## src/rtl/mod_divider_seq.sv

```systemverilog
// Sequential restoring divider: one quotient bit per clock, start/ready handshake,
// registered quotient/remainder/div_by_zero updated only when a request completes.
module mod_divider_seq #(
    parameter int WIDTH = 16
) (
    input  logic             clk,
    input  logic             rst,
    input  logic             start,
    input  logic [WIDTH-1:0] dividend,
    input  logic [WIDTH-1:0] divider,
    output logic [WIDTH-1:0] quotient,
    output logic [WIDTH-1:0] remainder,
    output logic             ready,
    output logic             div_by_zero
);

    localparam int CW = $clog2(WIDTH + 1);

    typedef enum logic {
        IDLE,
        RUN
    } state_t;

    state_t           state_q, state_d;
    logic [WIDTH-1:0] dvd_q;     // dividend shift register, consumed MSB first
    logic [WIDTH-1:0] dvs_q;     // latched divisor
    logic [WIDTH-1:0] p_q;       // partial remainder, always < divisor between steps
    logic [WIDTH-1:0] q_sh_q;    // quotient shift register
    logic [CW-1:0]    cnt_q;

    logic [WIDTH:0]   p_shift;
    logic [WIDTH-1:0] p_next;
    logic [WIDTH-1:0] q_sh_next;
    logic             q_bit;
    logic             last;

    // One restoring step; with a zero divisor every bit subtracts nothing, so the
    // quotient fills with ones and the remainder accumulates the dividend.
    always_comb begin
        p_shift   = {p_q, dvd_q[WIDTH-1]};
        q_bit     = (p_shift >= {1'b0, dvs_q});
        p_next    = q_bit ? WIDTH'(p_shift - {1'b0, dvs_q}) : p_shift[WIDTH-1:0];
        q_sh_next = {q_sh_q[WIDTH-2:0], q_bit};
    end

    assign last  = (cnt_q == CW'(1));
    assign ready = (state_q == IDLE);

    always_comb begin
        // NOTE: assign a default before the case so no path leaves state_d unassigned (no latch).
        state_d = state_q;
        case (state_q)
            IDLE: if (start) state_d = RUN;
            RUN:  if (last)  state_d = IDLE;
            default: state_d = IDLE;
        endcase
    end

    // NOTE: state registers use non-blocking assignments so every flop samples pre-edge values.
    always_ff @(posedge clk) begin
        if (rst) state_q <= IDLE;
        else     state_q <= state_d;
    end

    always_ff @(posedge clk) begin
        if (rst) begin
            dvd_q       <= '0;
            dvs_q       <= '0;
            p_q         <= '0;
            q_sh_q      <= '0;
            cnt_q       <= '0;
            quotient    <= '0;
            remainder   <= '0;
            div_by_zero <= 1'b0;
        end else begin
            case (state_q)
                IDLE: begin
                    if (start) begin
                        dvd_q  <= dividend;
                        dvs_q  <= divider;
                        p_q    <= '0;
                        q_sh_q <= '0;
                        cnt_q  <= CW'(WIDTH);
                    end
                end
                RUN: begin
                    dvd_q  <= {dvd_q[WIDTH-2:0], 1'b0};
                    p_q    <= p_next;
                    q_sh_q <= q_sh_next;
                    cnt_q  <= cnt_q - CW'(1);
                    if (last) begin
                        quotient    <= q_sh_next;
                        remainder   <= p_next;
                        div_by_zero <= (dvs_q == '0);
                    end
                end
                default: ;
            endcase
        end
    end

endmodule

```

## config.mk

```make
export PLATFORM = sky130hd
export DESIGN_NAME = mod_divider_seq
export DESIGN_NICKNAME = d
export VERILOG_FILES = /design/src/rtl/mod_divider_seq.sv
export SDC_FILE = /design/constraint.sdc
export NUM_CORES = 1
export LEC_CHECK = 0
export ABC_AREA = 1
export CAP_MARGIN = 30
export CORE_MARGIN = 5
export CORE_UTILIZATION = 62
export CTS_BUF_LIST = sky130_fd_sc_hd__clkbuf_8
export DETAILED_ROUTE_END_ITERATION = 7
export PLACE_DENSITY = 0.93
export SLEW_MARGIN = 20
export SYNTH_ARGS = -nofsm -noshare
export SYNTH_HDL_FRONTEND = slang
export SYNTH_SLANG_ARGS = --single-unit
```

## constraint.sdc

```tcl
create_clock -name clk -period 3.1 [get_ports clk]
set_clock_uncertainty 0.05 [all_clocks]
set_input_delay 0.31 -clock clk [delete_from_list [all_inputs] [get_ports clk]]
set_output_delay 0.31 -clock clk [all_outputs]
set_load 0.1 [all_outputs]
```

# ---- Yosys cells after proc, flatten, opt, wreduce, memory -nomap -nowiden
# Cells that the tools add are included.
dict set report op_classes {
  addsub 2
  magnitude_cmp 1
  n_eq_ne 2
  mux 11
  bitwise 1
  n_reduce_logical 3
}
# op count
set op_table {}
lappend op_table {{case mux 16 bit (2 select lines)} 2}
lappend op_table {{2-to-1 mux 16 bit} 3}
lappend op_table {{case mux 15 bit (2 select lines)} 1}
lappend op_table {{>= comparator 17 x 16 -> 1 bit} 1}
lappend op_table {{zero test 16 bit} 1}
lappend op_table {{subtractor 16 bit} 1}
lappend op_table {{case mux 5 bit (2 select lines)} 1}
lappend op_table {{== test 5 x 1 -> 1 bit, second input constant} 1}
lappend op_table {{2-to-1 mux 5 bit} 1}
lappend op_table {{subtractor 5 x 1 -> 5 bit, second input constant} 1}
lappend op_table {{AND reduction 2 bit} 2}
lappend op_table {{2-to-1 mux 1 bit} 2}
lappend op_table {{!= test 2 bit, second input constant} 1}
lappend op_table {{case mux 1 bit (2 select lines)} 1}
lappend op_table {{inverter 1 bit} 1}
dict set report totals {
  register_bits 102
  inputBits 35
  output_inout_bits 34
}

# ---- Logic depth before layout (Yosys ltp)
dict set report logic_depth {
  word_depth 3
  ltp_mapped 15
}

# ---- Worst setup path before layout
# OpenSTA, ideal clock, no wires.
dict set report synth_path {
  path_type {flip-flop to flip-flop}
  start {register dvd_q[15]}
  end {register p_q[8]}
  setup_time_ns 0.073
  arrival_time_ns 1.821
  setup_slack_ns 1.157
  stages_incl_launch_ff 13
  n_path_buf 0
  synth_period_minus_slack_ns 1.943
  cell_sequence {dfxtp_1 -> inv_1 -> ha_1 -> inv_1 -> fa_1 -> nand3_1 -> nand3_1 -> a21oi_1 -> xnor2_1 -> nand2_1 -> nand2_1 -> nand2_1 -> a21oi_1}
}
dict set report synth_via {
  elab_chain_len 3
  word_cells_on_any_way 4
  cone_classes {add/sub (1); order compare (1); mux (2)}
}
# element line_no
set synth_rtl {}
lappend synth_rtl {{start, declared} 25} ;# logic [WIDTH-1:0] dvd_q;
lappend synth_rtl {{start signal, assigned} 79} ;# dvd_q <= dividend;
lappend synth_rtl {{start signal, assigned} 87} ;# dvd_q <= {dvd_q[WIDTH-2:0], 1'b0};
lappend synth_rtl {{subtractor 16 bit or >= comparator 17 x 16 -> 1 bit (tied branches)} {42, 41}}
lappend synth_rtl {{2-to-1 mux 16 bit (*)} 42} ;# p_next = q_bit ? WIDTH'(p_shift - {1'b0, dvs_q}) : p_shift[WIDTH-1:0];
lappend synth_rtl {{case mux 16 bit (2 select lines) (*)} 76} ;# case (state_q)
lappend synth_rtl {{end signal, assigned} 88} ;# p_q <= p_next;
lappend synth_rtl {{end, declared} 27} ;# logic [WIDTH-1:0] p_q;
# Mark *: on every way between the ends. The rest lies on a longest branch, timed or not.
# A chain may end at the register's enable or synchronous reset.

# ---- Worst setup path after layout
dict set report layout_path {
  start {register dvd_q[15]}
  end {register p_q[6]}
}
# Same word-level chain as after synthesis.

==> results.txt <==
In this run the worst setup path begins at dvd_q[15]$_SDFFE_PP0P_. The per-instance average area after synthesis came out at 7.18 um^2. In the final layout, the share of cells above drive strength 1 is 0.126. The synthesized design spends more area on one cell type than any other, namely sky130_fd_sc_hd__dfxtp_1. The mux contribution to synthesized area came out at 0.

The via count is 4861. The root buffer cell chosen for the clock tree is sky130_fd_sc_hd__clkbuf_8. Summing all placed instances gives a cell area of 5870 um^2. The layout-stage area growth over the synthesis result is 17.5%. In the synthesized netlist the dominant register cell turns out to be sky130_fd_sc_hd__dfxtp_1. The number of flip-flops and latches in the synthesized netlist is 102. Of the available clock period, the critical path in the final layout requires 0.776.

Of the total synthesized cell area, the portion taken by XOR and XNOR cells is 0.0135. The worst setup path is launched from a flop. The number of global-route vias before repair came to 4872.

The initial antenna violation count is 0. STA classifies the critical path endpoint as a flop. Buffers inserted during clock tree synthesis total 9. The setup TNS came out at 0 ns. The maximum level of the CTS H-tree is 3. The post-cts sizing count came out at 0. The insertion delay to the later sink of the worst-skew pair came out at 0.38 ns.

Based on the critical path, the design can be clocked at up to 0.416 GHz. The first global-routing pass estimated 22200 um of wire. The worst register-to-register path ends at p_q[6]$_SDFFE_PP0P_. The power density over cell area came out at 1030 nW/um^2. The number of warnings issued by yosys came out at 0. The count of TritonRoute iterations in the first routing pass came out at 5. Entering global routing, the biggest net connects 51 pins. Counting I/O delays and the setup requirement, the final critical path takes 2.41 ns. The hold violation total from the final report was 0. The count of antenna diodes in the layout came out at 0. The TritonCTS clock tree is done. Excluding fillers, the count of instances in the completed layout stands at 890. By area, the combinational part of the netlist is dominated by simple AND/OR/NAND/NOR gates.

The total track usage is 0.267. The count of buffers inserted at the top-level ports is 68. The share of the yosys chip area belonging to registers is 0.392. The cell count after placement is 873.

The final layout net count is 834. At the worst endpoint, the required time is 3.36 ns. Once the clock tree was built, the setup fixing pass inserted 0 buffers. The die footprint is 10300 um^2. The worst endpoint data arrival time is 2.66 ns. The top-level I/O count came out at 69.

The run finished with clean final reports. The number of clock sinks is 102. Following the worst setup path forward leads to its endpoint at p_q[6]$_SDFFE_PP0P_. The row count is 33. The count of flip-flops with a built-in enable after synthesis is 0. The clock passes through at most 2 buffers. The share of the synthesized area in compound gates (AO/OA/AOI/OAI) is 0.123. The area share of the leading cell type in the synthesized netlist is 0.392. The count of different cell masters after synthesis came out at 38. The clock input transition at the sequential cells of the worst setup and hold paths came out at 0.12 ns. The floorplan die height is 102 um.

The simple-gate share of the synthesized area came out at 0.326. The worst-case IR drop observed on VDD is 0.636 mV. Summing every instance area after synthesis gives 5210 um^2.

The fraction of synthesis flops using an asynchronous set or reset pin is 0. For the pin with the worst max-slew slack, the measured transition is 0.991 ns. The path type of the worst setup path is reg -> reg. The post-layout instance area is 6120 um^2.

For this block, the initial DRC count from the detailed router was 315. The leakage power total came out at 2.85 nW. The routing usage on met1 is 0.313. The core area is 8220 um^2. In the final routed layout, each cell accounts on average for 15.0 um. After synthesis, the cell types taking the most area are sky130_fd_sc_hd__dfxtp_1 39%, sky130_fd_sc_hd__nand2_1 18%, sky130_fd_sc_hd__inv_1 6.5%. The area share of fa/ha/maj cells after synthesis came out at 0.0471. The number of pins with negative max-slew slack in the final report came out at 0. The cell count of the worst reg-to-reg path is 13. The met2 demand-to-capacity share in global routing came out at 0.479. For this design, the CTS-stage hold fixing added 0 buffers.

The slack of the worst reg-to-reg path came out at 0.69 ns. Measured against its own limit, the worst slew margin works out to 0.337. At the end of routability-driven placement, the weighted congestion stood at 0.992. The starting density of the core came out at 0.634. The worst hold path belongs to the class reg -> reg.

The layer carrying the most global-route usage is met2. The startpoint identified for the worst register-to-register timing path is dvd_q[15]$_SDFFE_PP0P_. Setup repair after global routing left no endpoint under its margin.

The number of setup violations in the final report came out at 0. The met3 track demand over resource in global routing is 0.0523. In this run the worst path has a maximum fanout of 4. The floorplan die width is 102 um. The total congestion overflow came out at 0. The net count after synthesis is 779. The post-detailed-routing wire length is 13400 um. The max-capacitance violation count is 0. The remaining antenna violation count is 0. The launch point of the worst hold path is remainder[9]$_SDFFE_PP0P_. Detailed placement finished with a half-perimeter wire length of 9650 um. The routed via count divided by cell count came out at 5.46. The cell count after synthesis came out at 725.

The remaining design rule violation count is 0.
## flip-flops by register name, summed over array words and instances, names as in the netlist
| register | count |
|---|---|
| cnt_q | 5 |
| div_by_zero | 1 |
| dvd_q | 16 |
| dvs_q | 16 |
| p_q | 16 |
| q_sh_q | 15 |
| quotient | 16 |
| remainder | 16 |
| state_q | 1 |
## cell usage after synthesis, drive strengths merged (4+ instances only)
master / n
a21oi: 57
buf: 9
nand4: 4
a22oi: 9
nand2: 274
ha: 18
a22o: 15
inv: 94
nor3: 6
dfxtp: 102
clkbuf: 22
o21ai: 19
nor2: 26
nor4: 4
xnor2: 5
nand3: 48
## layout make-up
cell class	count	area, um^2
clock inverters	7	93.8
inverters	94	358
repair buffers	75	706
well taps	105	131
clock buffers	9	124
fillers	638	2100
multi-input cells	498	2660
flip-flops and latches	102	2040
## kinds of logic (layout without fill, tap and decap cells)
logic type / count (synthesis) / count (layout)
DFF: 102 / 102
adders and majority gates: 19 / 19
buffers and inverters: 125 / 185
AOI/OAI and AO/OA: 103 / 103
xor gates and xnor gates: 8 / 8
and+or+nand+nor: 368 / 368
## worst max-delay path, cell delays in order (launching register included)
cell and delay (ns):
sky130_fd_sc_hd__dfxtp_1 0.33, sky130_fd_sc_hd__inv_1 0.13, sky130_fd_sc_hd__ha_1 0.20, sky130_fd_sc_hd__inv_1 0.09, sky130_fd_sc_hd__fa_1 0.46, sky130_fd_sc_hd__nand3_1 0.12, sky130_fd_sc_hd__nand3_1 0.18, sky130_fd_sc_hd__nand2_1 0.11
sky130_fd_sc_hd__nand2_1 0.11, sky130_fd_sc_hd__xor2_1 0.19, sky130_fd_sc_hd__nand2_1 0.09, sky130_fd_sc_hd__nand2_1 0.08, sky130_fd_sc_hd__nand2_1 0.05, sky130_fd_sc_hd__a21oi_1 0.14
## worst min-delay path by stage
| stage | to | cells past startpoint |
|---|---|---|
| floorplan | q_sh_q[14]$_SDFFE_PP0P_ | 2 |
| global placement | remainder[12]$_SDFFE_PP0P_ | 2 |
| detailed placement | remainder[9]$_SDFFE_PP0P_ | 2 |
| CTS | remainder[9]$_SDFFE_PP0P_ | 2 |
| global route | remainder[9]$_SDFFE_PP0P_ | 2 |
| finish | remainder[9]$_SDFFE_PP0P_ | 2 |
## metrics by stage
stage	power, W	hold slack, ns	setup slack, ns	util
2_1_floorplan	0.00475	0.391	1.16	-
3_3_place_gp	0.00525	0.391	0.813	0.715
3_5_place_dp	0.00534	0.394	0.766	0.715
4_1_cts	0.00625	0.413	0.725	0.741
5_1_grt	0.00678	0.427	0.521	0.745
6_report	0.00629	0.407	0.695	0.745
## layout by cell type, fill, tap and decap left out, types with 12 or more instances in the layout
cell / instances
sky130_fd_sc_hd__dfxtp_1: 101
sky130_fd_sc_hd__nand3_1: 36
sky130_fd_sc_hd__buf_4: 25
sky130_fd_sc_hd__nor2_1: 19
sky130_fd_sc_hd__o21ai_0: 19
sky130_fd_sc_hd__ha_1: 18
sky130_fd_sc_hd__nand2_1: 254
sky130_fd_sc_hd__a21oi_1: 47
sky130_fd_sc_hd__clkdlybuf4s50_1: 49
sky130_fd_sc_hd__inv_1: 90
sky130_fd_sc_hd__nand3_2: 12
sky130_fd_sc_hd__a22o_1: 15
## routing by layer
metal | vias up | routed length, um
met5 | - | 0
met4 | 0 | 412
met3 | 30 | 590
met2 | 158 | 6880
met1 | 2268 | 5500
li1 | 2405 | -
## report_power, final
part / switching, W / total [W] / internal (W)
sequential: 0.000163 / 0.00162 / 0.00146
combinational: 0.00254 / 0.00377 / 0.00124
clock: 0.000559 / 0.000894 / 0.000335
total: 0.00326 / 0.00629 / 0.00303
Power figures use the tool's default switching activity.
